File: config.mk
export PLATFORM = sky130hd
export DESIGN_NAME = regfile_wr_arbiter
export DESIGN_NICKNAME = d
export VERILOG_FILES = /design/src/rtl/regfile_pkg.sv /design/src/rtl/mc_wr_fifo.sv /design/src/rtl/regfile_wr_arbiter.sv
export SDC_FILE = /design/constraint.sdc
export NUM_CORES = 1
export LEC_CHECK = 0
export BUFFER_PORTS_ARGS = -buffer_cell sky130_fd_sc_hd__buf_2
export CORE_UTILIZATION = 51
export DETAILED_ROUTE_END_ITERATION = 6
export GPL_TIMING_DRIVEN = 0
export PLACE_DENSITY_LB_ADDON = 0.15
export SKIP_LAST_GASP = 1
export SYNTH_ARGS = -nofsm -noshare
export SYNTH_HDL_FRONTEND = slang
export SYNTH_SLANG_ARGS = --single-unit
File: constraint.sdc
create_clock -name clk -period 2.76 [get_ports clk]
set_input_delay 0.414 -clock clk [delete_from_list [all_inputs] [get_ports clk]]
set_output_delay 0.414 -clock clk [all_outputs]
set_load 0.005 [all_outputs]
File: src/rtl/regfile_pkg.sv
// Shared types and constants for the register-file write-port arbiter.
// Both the arbiter and its MC write FIFO import this package.
package regfile_pkg;

   localparam int DATA_W     = 32;
   localparam int REG_ADDR_W = 5;
   localparam int NUM_REGS   = 32;

   // r0 is hard-wired to zero in the register file; writes to it are dropped.
   localparam logic [REG_ADDR_W-1:0] REG_ZERO = '0;

   // One queued multi-cycle-unit write.
   typedef struct packed {
      logic [REG_ADDR_W-1:0] addr;
      logic [DATA_W-1:0]     data;
   } mc_req_t;

   // Who owns the write port in the current cycle.
   typedef enum logic [1:0] {
      GRANT_IDLE = 2'd0,
      GRANT_WB   = 2'd1,
      GRANT_MC   = 2'd2
   } grant_e;

   // Starvation guard: normal running, or asking the pipeline for a bubble.
   typedef enum logic {
      ST_RUN   = 1'b0,
      ST_STALL = 1'b1
   } starve_state_e;

   // Decode a register address into a one-hot register mask.
   function automatic logic [NUM_REGS-1:0] reg_onehot(input logic [REG_ADDR_W-1:0] addr);
      logic [NUM_REGS-1:0] mask;
      mask       = '0;
      mask[addr] = 1'b1;
      return mask;
   endfunction

endpackage

File: src/rtl/mc_wr_fifo.sv
// Synchronous FIFO for multi-cycle-unit register writes.
// Besides the head entry it exposes the occupancy and the destination
// address / validity of every slot, so the arbiter can build the
// pending-write vector without a second copy of the queue.
module mc_wr_fifo
   import regfile_pkg::*;
#(
   parameter int DEPTH = 4
) (
   input  logic                                clk,
   input  logic                                rst,
   input  logic                                push,
   input  mc_req_t                             push_req,
   input  logic                                pop,
   output mc_req_t                             head,
   output logic [$clog2(DEPTH):0]              count,
   output logic                                empty,
   output logic [DEPTH-1:0][REG_ADDR_W-1:0]    entry_addr,
   output logic [DEPTH-1:0]                    entry_valid
);

   localparam int              PTR_W      = $clog2(DEPTH);
   localparam logic [PTR_W:0]  FULL_COUNT = (PTR_W + 1)'(DEPTH);
   localparam logic [PTR_W:0]  CNT_ONE    = (PTR_W + 1)'(1);
   localparam logic [PTR_W-1:0] PTR_ONE   = PTR_W'(1);

   mc_req_t          mem [DEPTH];
   logic [PTR_W-1:0] wr_ptr;
   logic [PTR_W-1:0] rd_ptr;
   logic [PTR_W:0]   count_q;
   logic             full;
   logic             do_push;
   logic             do_pop;

   assign full    = (count_q == FULL_COUNT);
   assign empty   = (count_q == '0);
   assign do_push = push && !full;
   assign do_pop  = pop && !empty;
   assign count   = count_q;
   assign head    = mem[rd_ptr];

   // Pointer and occupancy bookkeeping; pointers wrap naturally at DEPTH.
   // NOTE: sequential state is assigned with <= so every register samples
   // the pre-edge values of its neighbours, independent of statement order.
   always_ff @(posedge clk) begin
      if (rst) begin
         wr_ptr  <= '0;
         rd_ptr  <= '0;
         count_q <= '0;
      end else begin
         if (do_push) wr_ptr <= wr_ptr + PTR_ONE;
         if (do_pop)  rd_ptr <= rd_ptr + PTR_ONE;
         unique case ({do_push, do_pop})
            2'b10:   count_q <= count_q + CNT_ONE;
            2'b01:   count_q <= count_q - CNT_ONE;
            default: count_q <= count_q;
         endcase
      end
   end

   // Entry storage.
   // NOTE: the payload array is deliberately not reset; a slot is only
   // meaningful while covered by count, so clearing it would buy nothing.
   always_ff @(posedge clk) begin
      if (do_push) mem[wr_ptr] <= push_req;
   end

   // A slot is live when its distance from the read pointer is below count.
   // NOTE: every output of this block gets a default first, so no path
   // through it leaves a value unassigned and no latch is inferred.
   always_comb begin
      entry_addr  = '0;
      entry_valid = '0;
      for (int i = 0; i < DEPTH; i++) begin
         entry_addr[i]  = mem[i].addr;
         entry_valid[i] = ({1'b0, PTR_W'(i) - rd_ptr} < count_q);
      end
   end

endmodule

File: src/rtl/regfile_wr_arbiter.sv
// Register-file write-port arbiter.
// The writeback stage owns the port whenever it asks; multi-cycle-unit
// writes wait in a small FIFO and drain in idle slots. If the FIFO is
// held off for too long the arbiter asks the pipeline for one bubble.
module regfile_wr_arbiter
   import regfile_pkg::*;
#(
   parameter int DEPTH      = 4,
   parameter int STARVE_MAX = 8
) (
   input  logic                  clk,
   input  logic                  rst,
   input  logic                  wb_wr,
   input  logic [REG_ADDR_W-1:0] wb_addr,
   input  logic [DATA_W-1:0]     wb_data,
   input  logic                  mc_valid,
   output logic                  mc_ready,
   input  logic [REG_ADDR_W-1:0] mc_addr,
   input  logic [DATA_W-1:0]     mc_data,
   output logic                  rf_wr,
   output logic [REG_ADDR_W-1:0] rf_addr_wr,
   output logic [DATA_W-1:0]     rf_din,
   output logic [NUM_REGS-1:0]   pend_busy,
   output logic                  stall_req,
   output logic                  proto_err
);

   localparam int                   CNT_W        = $clog2(DEPTH) + 1;
   localparam logic [CNT_W-1:0]     FULL_COUNT   = CNT_W'(DEPTH);
   localparam int                   STARVE_W     = $clog2(STARVE_MAX + 1);
   localparam logic [STARVE_W-1:0]  STARVE_LIMIT = STARVE_W'(STARVE_MAX);
   localparam logic [STARVE_W-1:0]  STARVE_ONE   = STARVE_W'(1);

   mc_req_t                          push_req;
   mc_req_t                          head;
   logic [CNT_W-1:0]                 fifo_count;
   logic                             fifo_empty;
   logic [DEPTH-1:0][REG_ADDR_W-1:0] entry_addr;
   logic [DEPTH-1:0]                 entry_valid;
   logic                             push;
   logic                             pop;
   grant_e                           grant;
   logic                             out_is_mc;
   starve_state_e                    state_q;
   starve_state_e                    state_d;
   logic [STARVE_W-1:0]              starve_q;
   logic [STARVE_W-1:0]              starve_d;

   // Acceptance depends on occupancy only: a full FIFO refuses even when
   // it is being popped in the same cycle.
   assign mc_ready      = (fifo_count != FULL_COUNT);
   assign push          = mc_valid && mc_ready;
   assign push_req.addr = mc_addr;
   assign push_req.data = mc_data;
   assign pop           = (grant == GRANT_MC);

   mc_wr_fifo #(
      .DEPTH (DEPTH)
   ) u_fifo (
      .clk         (clk),
      .rst         (rst),
      .push        (push),
      .push_req    (push_req),
      .pop         (pop),
      .head        (head),
      .count       (fifo_count),
      .empty       (fifo_empty),
      .entry_addr  (entry_addr),
      .entry_valid (entry_valid)
   );

   // Fixed priority: WB, then the FIFO head, else the port stays idle.
   always_comb begin
      grant = GRANT_IDLE;
      if (wb_wr)            grant = GRANT_WB;
      else if (!fifo_empty) grant = GRANT_MC;
   end

   // Output stage driving the register file; writes to r0 are suppressed
   // here, though an MC entry aimed at r0 has still been popped.
   always_ff @(posedge clk) begin
      if (rst) begin
         rf_wr      <= 1'b0;
         rf_addr_wr <= '0;
         rf_din     <= '0;
         out_is_mc  <= 1'b0;
      end else begin
         unique case (grant)
            GRANT_WB: begin
               rf_wr      <= (wb_addr != REG_ZERO);
               rf_addr_wr <= wb_addr;
               rf_din     <= wb_data;
               out_is_mc  <= 1'b0;
            end
            GRANT_MC: begin
               rf_wr      <= (head.addr != REG_ZERO);
               rf_addr_wr <= head.addr;
               rf_din     <= head.data;
               out_is_mc  <= 1'b1;
            end
            default: begin
               rf_wr      <= 1'b0;
               out_is_mc  <= 1'b0;
            end
         endcase
      end
   end

   // Starvation guard state register.
   always_ff @(posedge clk) begin
      if (rst) begin
         state_q  <= ST_RUN;
         starve_q <= '0;
      end else begin
         state_q  <= state_d;
         starve_q <= starve_d;
      end
   end

   // Count consecutive denied cycles (saturating); raise the bubble request
   // in the same edge the count reaches the limit, drop it after a pop.
   always_comb begin
      state_d  = state_q;
      starve_d = starve_q;
      if (pop || fifo_empty)
         starve_d = '0;
      else if (wb_wr && (starve_q != STARVE_LIMIT))
         starve_d = starve_q + STARVE_ONE;
      unique case (state_q)
         ST_RUN:   if (starve_d == STARVE_LIMIT) state_d = ST_STALL;
         ST_STALL: if (pop)                      state_d = ST_RUN;
         default:                                state_d = ST_RUN;
      endcase
   end

   assign stall_req = (state_q == ST_STALL);

   // Sticky flag: the pipeline issued a WB write while asked to hold off.
   always_ff @(posedge clk) begin
      if (rst)                    proto_err <= 1'b0;
      else if (wb_wr && stall_req) proto_err <= 1'b1;
   end

   // Registers with an MC write still in flight (queued or in the output
   // stage); r0 is never reported since it cannot be written.
   always_comb begin
      pend_busy = '0;
      for (int i = 0; i < DEPTH; i++) begin
         if (entry_valid[i]) pend_busy |= reg_onehot(entry_addr[i]);
      end
      if (out_is_mc && rf_wr) pend_busy |= reg_onehot(rf_addr_wr);
      pend_busy[REG_ZERO] = 1'b0;
   end

endmodule

==> results.json, run 1 <==
{
  "status": "finished with violations",
  "violations": "DRC, setup timing",
  "die_w_um": 138.5,
  "tritoncts": "yes",
  "yosysWarnings": 0,
  "yosysTopAreaCellShare_pct": 46.79,
  "hold_slack_ps": 106.4,
  "busiest_layer": "met2",
  "synth_edf_count": 148,
  "grt_pass1_wl_mm": 38.30,
  "fin_crit_ps": 3053,
  "globalRouteMet2Util_pct": 42.19,
  "use_met3_pct": 4.676,
  "gp_congestion": 0.9485,
  "clock_path_buffers": 3,
  "ant_nets": 0,
  "synth_area_leaders": "edfxtp_1 (47%), dfxtp_1 (11%), mux4_2 (8.8%)",
  "area_growth_pct": 23.93,
  "drc": 32,
  "power.net_switching_mw": 3.305,
  "syn_inst": 761,
  "yosys.area.top_type": "edfxtp_1",
  "die-area_mm2": 0.01918,
  "wl_mm": 24.93,
  "p_total_mw": 10.23,
  "timing.fmax_ghz": 0.3275,
  "clock_power_share_pct": 28.8,
  "grt-ovfl-total": 0,
  "crit_type": "register to output pin",
  "finalClockSkew_ps": 29.89,
  "fin_area_mm2": 0.01177,
  "p_int_mw": 6.927,
  "die_h_um": 138.5,
  "pre_cts_ws_ps": -225.2,
  "combPwrFrac_pct": 33.2,
  "grt_setup_unrepaired": "yes",
  "track_usage_pct": 25.59,
  "netSwitchingFraction_pct": 32.30,
  "syn_nets": 851,
  "grt_start_max_net_pins": 31,
  "crit_fanout": 7,
  "cts-root-buf": "clkbuf_16",
  "fillers": 1371,
  "syn_area_mm2": 0.009499,
  "crit_arrival_ps": 2640,
  "clock_sinks": 202,
  "ys_ff_latch": 202,
  "vias": 7200,
  "relSlewSlack_pct": 38.59,
  "wl_per_cell_um": 20.76,
  "finalMaxSlewViolations": 0,
  "avgSynthCellArea_um2": 12.48,
  "setup_ws_ps": -293.1,
  "final_core_util_pct": 65.09,
  "met1_usage_pct": 35.01,
  "post-route-period-util_pct": 110.6,
  "synth-main-ff-cell": "edfxtp_1",
  "finalHoldViolCount": 0,
  "grt_pass1_vias": 7069,
  "core_mm2": 0.01809,
  "setup-violations-final": 31,
  "ys_seq_area_share_pct": 58.17,
  "start_util_pct": 52.52,
  "antenna_found_initial": 3,
  "drive_gt1_share_pct": 32.27,
  "power_leakage_nw": 4.462,
  "cp-end-kind": "output pin",
  "first_pass_iters": 7,
  "powerDensity_mw_per_mm2": 869.1,
  "maxCapViolCount": 0,
  "worstMarginPinSlew_ps": 918.7,
  "async_reset_ff_share_pct": 0,
  "p_seq_share_pct": 38.0,
  "io-pin-count": 151,
  "start_kind": "register",
  "drt_iter0_drc": 606,
  "numCtsBuffers": 22,
  "ys_types": 62,
  "h-tree-depth": 1,
  "fin_nets": 1044,
  "peakVddDrop_uv": 563.9,
  "clock_latency_ps": 520,
  "min_path_type": "input pin to register",
  "rows": 49,
  "vias_per_cell": 5.995,
  "clk_pin_slew_worst_paths_ps": 60,
  "required_ps": 2350,
  "dpl_cell_area_mm2": 0.01061,
  "numPortBuffers": 148,
  "dp_hpwl_mm": 17.27
}
[routing by layer]
metal	wire length [um]	share of wire, %
met5	26	0.10
met4	569	2.3
met3	2100	8.4
met2	12030	48
met1	10210	41
[worst max-delay path, cell delays in order (launching register included)]
cell and delay [ps]:
dfxtp_4 370, xnor2_4 170, inv_1 60, ha_1 260, nor2b_4 140, a2111o_2 590
buf_6 160, o22ai_1 140, or4_1 140, buf_2 100
[cell usage in the layout, fill, tap and decap left out, drive strengths merged, types with 18 or more instances in the layout]
cell | Yosys | routed
a21oi | 54 | 54
edfxtp | 148 | 148
mux4 | 37 | 37
nor2 | 45 | 45
clkbuf | 32 | 63
inv | 54 | 55
nor2b | 18 | 18
a221oi | 41 | 41
a22oi | 18 | 18
dfxtp | 54 | 54
buf | 17 | 186
nand2 | 69 | 69
nand3 | 34 | 34
[flip-flops by register name, indices dropped and copies added, names as in the netlist, named ones only]
register and flops:
u_fifo.mem 148, rf_din 32, rf_addr_wr 5, starve_q 4, u_fifo.count 3, u_fifo.rd_ptr 2, u_fifo.wr_ptr 2, out_is_mc 1
proto_err 1, rf_wr 1, stall_req 1
[cell type report]
cell class / instances / area [um^2] / area share, %
tap: 229 / 286.5 / 2.434
inverter: 54 / 205.2 / 1.743
sequential: 202 / 5535 / 47.02
clock buffer: 31 / 624.3 / 5.303
multi-input combinational: 456 / 3777 / 32.09
antenna: 2 / 5.005 / 0.04251
timing repair buffer: 170 / 991.0 / 8.417
clock inverter: 9 / 128.9 / 1.095
buffer: 48 / 219.0 / 1.860
[synthesized netlist by cell type, drive strengths merged, types with 17 or more instances]
cell,n
nand2,69
mux4,37
inv,54
nor2b,18
edfxtp,148
a221oi,41
a22oi,18
clkbuf,32
buf,17
a21oi,54
nand3,34
dfxtp,54
nor2,45
[worst paths after layout]
path                         start                 to  slack (ps)  cells past startpoint
hold reg to reg          proto_err          proto_err         490                      2
setup reg to reg   u_fifo.count[2]    u_fifo.count[2]         130                     10
setup / recovery  u_fifo.rd_ptr[1]       pend_busy[7]        -290                      9
hold / removal         mc_data[20]  u_fifo.mem[2][20]         110                      1
[repair_timing]
item / CTS / global route
pin swaps: 19 / 20
hold buffers: 0 / 0
setup buffers: 10 / 8
gates resized for setup: 31 / 29
gates cloned: 0 / 0
endpoints found under the setup margin: 31 / 32
[stage by stage]
step | instances | TNS (ps)
floorplan | 761 | 0
global placement | 1138 | -16370
detailed placement | 1142 | -1570
CTS | 1192 | -5677
global route | 1200 | -8724
finish | 1201 | -6213
[power by group through the flow]
stage / clock network, mW / logic (mW) / registers [mW]
floorplan: 0 / 2.02 / 3.88
global placement: 0 / 2.89 / 3.92
detailed placement: 0 / 2.96 / 3.92
CTS: 3.00 / 3.23 / 3.86
global route: 3.12 / 3.65 / 3.92
finish: 2.95 / 3.39 / 3.89
[cell families (layout without fill, tap and decap cells)]
group	count (synthesis)	in the layout	synth area share (%)
xor gates and xnor gates	8	8	0.7376
buffers and inverters	103	312	4.399
other	1	3	0.03948
muxes	38	38	8.878
and+or+nand+nor	244	244	13.65
adders and majority gates	12	12	1.660
DFF	202	202	58.17
AOI/OAI and AO/OA	153	153	12.47
No activity file was read; power rests on OpenSTA's default activity.
==> inputs of run 2 (changes only) <==
CORE_ASPECT_RATIO = 0.5   (was default)
SLEW_MARGIN = 10   (was default)
==> run 2 against run 1 <==
Net effect:
- the flow finishes with violations (setup timing)
- hold slack improved by 26 ps
- non-clock buffer count increased by 8
- highest routed layer unchanged
- critical endpoint is now pend_busy[16]
- clock skew decreased by 12 ps
- largest power group unchanged
==> results.json, run 2 (synthesis gave the netlist of run 1 again) <==
{
  "fillers": 1361,
  "cp_top_family": "buffers and inverters",
  "worstMarginPinSlew_ps": 706.1,
  "combPwrFrac_pct": 35.4,
  "die-area_mm2": 0.01921,
  "fin_cells": 1206,
  "p_seq_share_pct": 38.4,
  "ff2ff_setup_slack_ps": 130,
  "critPathSlowestCell": "dfxtp_4",
  "register_area_mm2": 0.005535,
  "relSlewSlack_pct": 52.83,
  "clock_sinks": 202,
  "clock_power_share_pct": 26.2,
  "drt_iter0_drc": 545,
  "status": "finished with violations",
  "top_layer": "met5",
  "post-route-period-util_pct": 109.2,
  "cpMostUsedCell": "buf_6",
  "min_path_type": "input pin to register",
  "power_leakage_nw": 4.511,
  "met3RoutedLength_mm": 1.981,
  "finalHoldViolCount": 0,
  "grt_pass1_vias": 7450,
  "drive_gt1_share_pct": 33.74,
  "path_cells": "xnor2_4, inv_2, ha_4, nor2b_4, buf_6, buf_6, a2111oi_4, buf_6, a32oi_2, nand3_1, buf_2",
  "violations": "setup timing",
  "timing.fmax_ghz": 0.3319,
  "diodes": 0,
  "finalClockSkew_ps": 17.98,
  "gp_congestion": 1.033,
  "die_h_um": 98.51,
  "wl_met1_mm": 11.17,
  "cpPeakStageDelay_ps": 380,
  "core_mm2": 0.01778,
  "clk_pin_slew_worst_paths_ps": 70,
  "powerDensity_mw_per_mm2": 854.2,
  "clock_path_buffers": 3,
  "wl_per_cell_um": 22.25,
  "start_kind": "register",
  "power.net_switching_mw": 3.326,
  "numCtsBuffers": 19,
  "tritoncts": "yes",
  "ant_nets": 0,
  "numPortBuffers": 148,
  "reg.largest.list": "u_fifo.mem x148, rf_din x32, rf_addr_wr x5",
  "area_growth_pct": 25.03,
  "maxCapViolCount": 0,
  "top_register": "u_fifo.mem",
  "wl_mm": 26.84,
  "dp_hpwl_mm": 18.35,
  "clock_latency_ps": 500,
  "vias": 7289,
  "grt_pass1_wl_mm": 41.86,
  "setup_ws_ps": -253.3,
  "crit_fanout": 7,
  "antenna_found_initial": 1,
  "largest_register_ffs": 148,
  "setup-violations-final": 31,
  "first_pass_iters": 5,
  "crit_type": "register to output pin",
  "hold_buffers": 0,
  "critPathBufInv": 5,
  "fin_nets": 1049,
  "track_usage_pct": 28.42,
  "multi_input_area_mm2": 0.003880,
  "grt_setup_unrepaired": "yes",
  "cts-root-buf": "clkbuf_16",
  "finalMaxSlewViolations": 0,
  "fin_crit_ps": 3013,
  "drc": 0,
  "die_w_um": 195.0,
  "vias_per_cell": 6.044,
  "io-pin-count": 151,
  "final_common_cell": "buf_2",
  "p_total_mw": 10.15,
  "met2WireLength_mm": 13.01,
  "p_int_mw": 6.819,
  "cp-end-kind": "output pin",
  "required_ps": 2350,
  "rows": 34,
  "h-tree-depth": 1,
  "final_cell_mix": "buf_2 (156), edfxtp_1 (148), nand2_1 (66), inv_1 (51), a21oi_1 (51)",
  "place_inst": 1147,
  "start_util_pct": 53.42,
  "grt-ovfl-total": 0,
  "peakVddDrop_uv": 599.8,
  "grt_start_max_net_pins": 30,
  "netSwitchingFraction_pct": 32.79,
  "crit_arrival_ps": 2600
}
==> run 2: area by class of cell <==
class | count | area share, %
repair buffers | 178 | 9.239
inverters | 54 | 1.791
clock inverters | 5 | 0.7059
clock buffers | 29 | 4.657
plain buffers | 48 | 1.865
multi-input cells | 456 | 32.67
well taps | 234 | 2.465
flip-flops and latches | 202 | 46.61
==> run 2: path summary, 6_finish.rpt <==
| kind | startpoint | endpoint | cells after the start |
|---|---|---|---|
| hold / removal | mc_data[11] | u_fifo.mem[2][11] | 1 |
| hold reg to reg | proto_err | proto_err | 2 |
| setup reg to reg | u_fifo.count[2] | u_fifo.count[2] | 10 |
| setup / recovery | u_fifo.rd_ptr[1] | pend_busy[16] | 11 |
==> run 2: per-stage QoR <==
step / cell area (um^2) / hold WS [ps] / setup WS (ps) / TNS, ps / util (%)
final: 11880 / 132.3 / -253.3 / -4285 / 66.79
after global routing: 11880 / 126.7 / -323.2 / -6855 / 66.79
after CTS: 11690 / 119.5 / -312.5 / -7210 / 65.75
after detailed placement: 10620 / 487.6 / -256.3 / -3482 / 59.75
after global placement: 10530 / 469.4 / -337.9 / -22520 / 59.23
after floorplan: 9499 / 460.4 / 282.9 / 0 / -
==> run 2: timing repair <==
action / CTS / global route
setup endpoints to repair: 31 / 32
buffers inserted: 18 / 8
cloned: 0 / 0
pin swaps: 40 / 21
gates resized for setup: 56 / 27
==> run 2: power groups by stage <==
stage          sequential [mW]  combinational [mW]  clock (mW)
2_1_floorplan             3.88                2.02           0
3_3_place_gp              3.92                2.93           0
3_5_place_dp              3.93                3.00           0
4_1_cts                   3.87                3.45        2.70
5_1_grt                   3.93                3.87        2.80
6_report                  3.90                3.59        2.65
==> run 2: per-layer routing <==
| metal | up-vias | track usage (%) |
|---|---|---|
| met4 | 2 | 8.480 |
| li1 | 3318 | - |
| met5 | - | 0 |
| met3 | 53 | 4.141 |
| met2 | 344 | 48.71 |
| met1 | 3572 | 37.99 |
